[src/rtl/instr_fetch_ctrl.sv]
// rtl/instr_fetch_ctrl.sv - PC sequencer with prefetch FIFO between instruction memory and decode
module instr_fetch_ctrl #(
    parameter logic [31:0] RESET_PC  = 32'h0,
    parameter int          DEPTH     = 2,
    parameter int          MEM_WORDS = 64
) (
    input  logic        clk,
    input  logic        rst,
    input  logic        fetch_en,
    output logic [31:0] imem_addr,
    input  logic [31:0] imem_rdata,
    input  logic        redirect_valid,
    input  logic [31:0] redirect_pc,
    output logic        out_valid,
    input  logic        out_ready,
    output logic [31:0] out_instr,
    output logic [31:0] out_pc,
    output logic        fault
);

    localparam int PTR_W = $clog2(DEPTH);
    localparam int CNT_W = PTR_W + 1;
    localparam logic [31:0]      PC_LIMIT = 32'(MEM_WORDS * 4);
    localparam logic [CNT_W-1:0] DEPTH_C  = CNT_W'(DEPTH);
    localparam logic [CNT_W-1:0] CNT_ONE  = CNT_W'(1);
    localparam logic [PTR_W-1:0] PTR_ONE  = PTR_W'(1);

    typedef enum logic [1:0] {
        S_IDLE = 2'd0,
        S_RUN  = 2'd1,
        S_HALT = 2'd2
    } state_t;

    state_t             state_q, state_d;
    logic [31:0]        pc_q, pc_d;
    logic [CNT_W-1:0]   count_q, count_d;
    logic [PTR_W-1:0]   wr_ptr_q, wr_ptr_d;
    logic [PTR_W-1:0]   rd_ptr_q, rd_ptr_d;
    logic               fault_q, fault_d;
    logic [31:0]        pc_buf_q [DEPTH];
    logic [31:0]        pc_buf_d [DEPTH];
    logic [31:0]        instr_buf_q [DEPTH];
    logic [31:0]        instr_buf_d [DEPTH];

    logic pc_legal;
    logic pop;
    logic push;
    logic redirect_take;

    // Handshake qualifiers; a redirect blocks the push because the PC is being replaced
    always_comb begin
        pc_legal      = (pc_q[1:0] == 2'b00) && (pc_q < PC_LIMIT);
        pop           = (count_q != '0) && out_ready;
        redirect_take = redirect_valid && (state_q != S_HALT);
        push          = (state_q == S_RUN) && !redirect_valid && pc_legal
                        && ((count_q < DEPTH_C) || pop);
    end

    // Next-state logic for the control FSM, PC and prefetch FIFO
    always_comb begin
        state_d     = state_q;
        pc_d        = pc_q;
        count_d     = count_q;
        wr_ptr_d    = wr_ptr_q;
        rd_ptr_d    = rd_ptr_q;
        fault_d     = fault_q;
        pc_buf_d    = pc_buf_q;
        instr_buf_d = instr_buf_q;

        case (state_q)
            S_IDLE: begin
                if (fetch_en) begin
                    state_d = S_RUN;
                end
            end
            S_RUN: begin
                if (!redirect_valid && !pc_legal) begin
                    state_d = S_HALT;
                    fault_d = 1'b1;
                end else if (!fetch_en) begin
                    state_d = S_IDLE;
                end
            end
            S_HALT: begin
                state_d = S_HALT;
            end
            default: begin
                state_d = S_IDLE;
            end
        endcase

        if (redirect_take) begin
            // Flush discards everything, including an entry popped this cycle
            pc_d     = redirect_pc;
            count_d  = '0;
            wr_ptr_d = '0;
            rd_ptr_d = '0;
        end else begin
            if (push) begin
                pc_buf_d[wr_ptr_q]    = pc_q;
                instr_buf_d[wr_ptr_q] = imem_rdata;
                wr_ptr_d              = wr_ptr_q + PTR_ONE;
                pc_d                  = pc_q + 32'd4;
            end
            if (pop) begin
                rd_ptr_d = rd_ptr_q + PTR_ONE;
            end
            if (push && !pop) begin
                count_d = count_q + CNT_ONE;
            end else if (pop && !push) begin
                count_d = count_q - CNT_ONE;
            end
        end
    end

    // State registers; reset clears control state, buffer contents are don't-care while empty
    always_ff @(posedge clk) begin
        if (!rst) begin
            state_q  <= S_IDLE;
            pc_q     <= RESET_PC;
            count_q  <= '0;
            wr_ptr_q <= '0;
            rd_ptr_q <= '0;
            fault_q  <= 1'b0;
        end else begin
            state_q  <= state_d;
            pc_q     <= pc_d;
            count_q  <= count_d;
            wr_ptr_q <= wr_ptr_d;
            rd_ptr_q <= rd_ptr_d;
            fault_q  <= fault_d;
        end
    end

    // FIFO storage needs no reset; reads are masked while the FIFO is empty
    always_ff @(posedge clk) begin
        pc_buf_q    <= pc_buf_d;
        instr_buf_q <= instr_buf_d;
    end

    // Head of FIFO drives decode; zeros when empty so downstream never sees X
    always_comb begin
        imem_addr = pc_q;
        out_valid = (count_q != '0);
        fault     = fault_q;
        out_pc    = '0;
        out_instr = '0;
        if (count_q != '0) begin
            out_pc    = pc_buf_q[rd_ptr_q];
            out_instr = instr_buf_q[rd_ptr_q];
        end
    end

endmodule

[config.mk]
export PLATFORM = sky130hd
export DESIGN_NAME = instr_fetch_ctrl
export DESIGN_NICKNAME = d
export VERILOG_FILES = /design/src/rtl/instr_fetch_ctrl.sv
export SDC_FILE = /design/constraint.sdc
export NUM_CORES = 1
export LEC_CHECK = 0
export CAP_MARGIN = 0
export CORE_MARGIN = 3
export CORE_UTILIZATION = 49
export CTS_CLUSTER_SIZE = 10
export DETAILED_ROUTE_END_ITERATION = 6
export GPL_TIMING_DRIVEN = 0
export PLACE_DENSITY_LB_ADDON = 0.25
export SLEW_MARGIN = 30
export SYNTH_ARGS = -nofsm -noshare
export SYNTH_HDL_FRONTEND = slang
export SYNTH_SLANG_ARGS = --single-unit
export TNS_END_PERCENT = 5
[constraint.sdc]
create_clock -name clk -period 8.65 [get_ports clk]
set_clock_uncertainty 0.05 [all_clocks]
set_input_delay 0.865 -clock clk [delete_from_list [all_inputs] [get_ports clk]]
set_output_delay 0.865 -clock clk [all_outputs]
set_load 0.05 [all_outputs]
==> flow_summary.ini <==
[run_status]
status = finished, final reports clean

[route]
drc = 0
drtIter0Drc = 272
totalWireLength_mm = 14.6
drtPass1Iterations = 4
num_vias = 4383
viasPerCell = 5.12
ant_nets = 0
routed_wire_length_per_instance_um = 17.1

[floorplan]
io_pins = 167
rows = 41
die_w_um = 121
start_util_pct = 50.6
die_area_um2 = 14600
core_um2 = 12800
die_height_um = 121

[worst_setup_path]
reg2reg_slack_ns = 5.49
setup.worst_path.start = rd_ptr_q$_SDFFE_PP0P_
cp.required_ns = 7.74
r2r-start = imem_addr[20]$_SDFFE_PN0P_
critPathKind = reg -> out
endpoint_kind = output port
crit_path_start_kind = register
critPathArrivalTime_ns = 2.85
worstPathMaxFanout = 10

[final_layout]
final_cell_mix = clkdlybuf4s50_1, edfxtp_1, nor2_1
antennaDiodeCount = 0
layout_commonest_cell = clkdlybuf4s50_1
multiInputGateArea_um2 = 1710
final_nets = 742
num-fill-cells = 901
syn2layout_area_growth_pct = 39.3
final_util_pct = 70.4
seqCellArea_um2 = 4620
design_area_um2 = 8990
drive_above_1_share_pct = 8.04

[synthesis]
synth_nets = 547
avgSynthCellArea_um2 = 13.6
ys_async_sr_fraction_pct = 0
synth_edf_count = 128
ys_seq_area_share_pct = 71.6
yosysWarnings = 0
syn_area_um2 = 6460
synth.distinct_cells = 38
synth_seq_cells = 167
ys.flop_type = edfxtp_1
synth_cells = 476

[clock_network]
clk_latency_ns = 0.41
clockBufferDepth = 2
cts_tree = done
cts_hold_buf = 0
htreeDepth = 4
clk_pin_slew_ns = 0.06
cts_setup_buffers = 0
clkSinkCount = 167
cts.repair.resized = 0
cts_buffers = 17
root_buffer = clkbuf_16

[grt]
antenna_found_initial = 0
grt_max_degree = 39
grt_pass1_vias = 4480
grt-ovfl-total = 0
grt_pass1_wl_mm = 22.8
grt_usage_pct = 20.4

[timing]
maxSlewViolCount = 0
fin_crit_sh_pct = 43.5
rsz0062_at_grt = false
max_slew_margin_pct = 49.8
hold_viol = 0
finalCriticalPeriod_ns = 3.76
hold_ws_ns = 0.434
worstMarginPinSlew_ns = 0.752
max_clock_freq_mhz = 266
setup_ws_ns = 4.89
setup_viol = 0

[power]
vdd_ir_drop_max_mv = 0.130
powerDensity_nw_per_um2 = 193
total_leakage_power_nw = 2.96
power_mw = 1.73

[min_path]
min_from = state_q[1]$_SDFFE_PN0P_
hp-class = reg -> reg

[placed_design]
hpwl_mm = 10.4
port_buffers = 166
place_congestion = 0.847
dpl_cell_area_um2 = 8430
place_ws_ns = 5.17

[run]
maxCapViolCount = 0
## layout make-up
cell class | count | area share [%]
plain buffers | 25 | 1.14
well taps | 172 | 2.39
clock buffers | 23 | 5.09
repair buffers | 176 | 19.5
flip-flops and latches | 167 | 51.4
inverters | 7 | 0.292
multi-input cells | 277 | 19.0
clock inverters | 9 | 1.14
## Yosys cell counts (2+ instances only)
| master | instances | area (um2) |
|---|---|---|
| a32oi_1 | 3 | 26.3 |
| and3_1 | 2 | 12.5 |
| xor2_1 | 3 | 26.3 |
| nor4_2 | 2 | 25.0 |
| inv_1 | 6 | 22.5 |
| o21ai_0 | 3 | 15.0 |
| clkbuf_1 | 13 | 48.8 |
| nand3_1 | 5 | 25.0 |
| buf_1 | 5 | 18.8 |
| and2_1 | 2 | 12.5 |
| xnor2_1 | 2 | 17.5 |
| nor4_1 | 6 | 37.5 |
| nor2_1 | 74 | 278 |
| ha_1 | 2 | 25.0 |
| nand2_1 | 58 | 218 |
| a21o_1 | 2 | 15.0 |
| mux2i_1 | 65 | 651 |
| edfxtp_1 | 128 | 3840 |
| dfxtp_1 | 39 | 781 |
| a22oi_1 | 2 | 15.0 |
| a21oi_1 | 31 | 155 |
| buf_2 | 7 | 35.0 |
## path summary, 6_finish.rpt
kind | end | cells past startpoint
worst min register to register | state_q[0]$_SDFFE_PN0P_ | 1
worst max-delay path | out_pc[12] | 5
worst max register to register | instr_buf_q[32]$_DFFE_PP_ | 9
worst min-delay path | state_q[0]$_SDFFE_PN0P_ | 1
## power by group
part	internal, mW	leakage, nW	switching (mW)	total, mW
Sequential	0.873	1.48	0.0154	0.889
Combinational	0.0573	1.22	0.0743	0.132
Clock	0.431	0.267	0.282	0.713
Total	1.36	2.96	0.372	1.73
## sequential cells by signal (all words and copies together) (netlist names)
| name | count |
|---|---|
| state_q | 2 |
| pc_buf_q | 64 |
| imem_addr | 32 |
| wr_ptr_q | 1 |
| fault | 1 |
| count_q | 2 |
| instr_buf_q | 64 |
| rd_ptr_q | 1 |
## critical path: stages, from the launching register on
cell             delay, ns
dfxtp_1               0.34
clkbuf_1              0.57
buf_2                 0.42
mux2i_1               0.13
nor2_1                0.12
clkdlybuf4s50_1       0.86
## per-stage QoR
step | setup TNS (ns) | cells
2_1_floorplan | 0 | 476
3_3_place_gp | -43.09 | 814
3_5_place_dp | 0 | 824
4_1_cts | 0 | 856
5_1_grt | 0 | 856
6_report | 0 | 856
## kinds of logic (layout without fill, tap and decap cells)
logic type,count (synthesis),in the layout,share of synthesized area (%)
adder cells (fa/ha/maj),2,2,0.387
buffers and inverters,32,240,2.00
AO/OA/AOI/OAI,48,48,4.50
AND/OR/NAND/NOR,157,157,10.8
flip-flops,167,167,71.6
XOR/XNOR,5,5,0.678
multiplexers,65,65,10.1
## metal layers
metal / GRT usage, % / wire [um] / vias to the layer above
met5: 0 / 0 / -
met4: 7.72 / 246 / 0
met3: 5.75 / 944 / 18
met2: 34.1 / 7300 / 159
met1: 25.4 / 6140 / 2104
li1: - / - / 2102
Power figures use the tool's default switching activity.
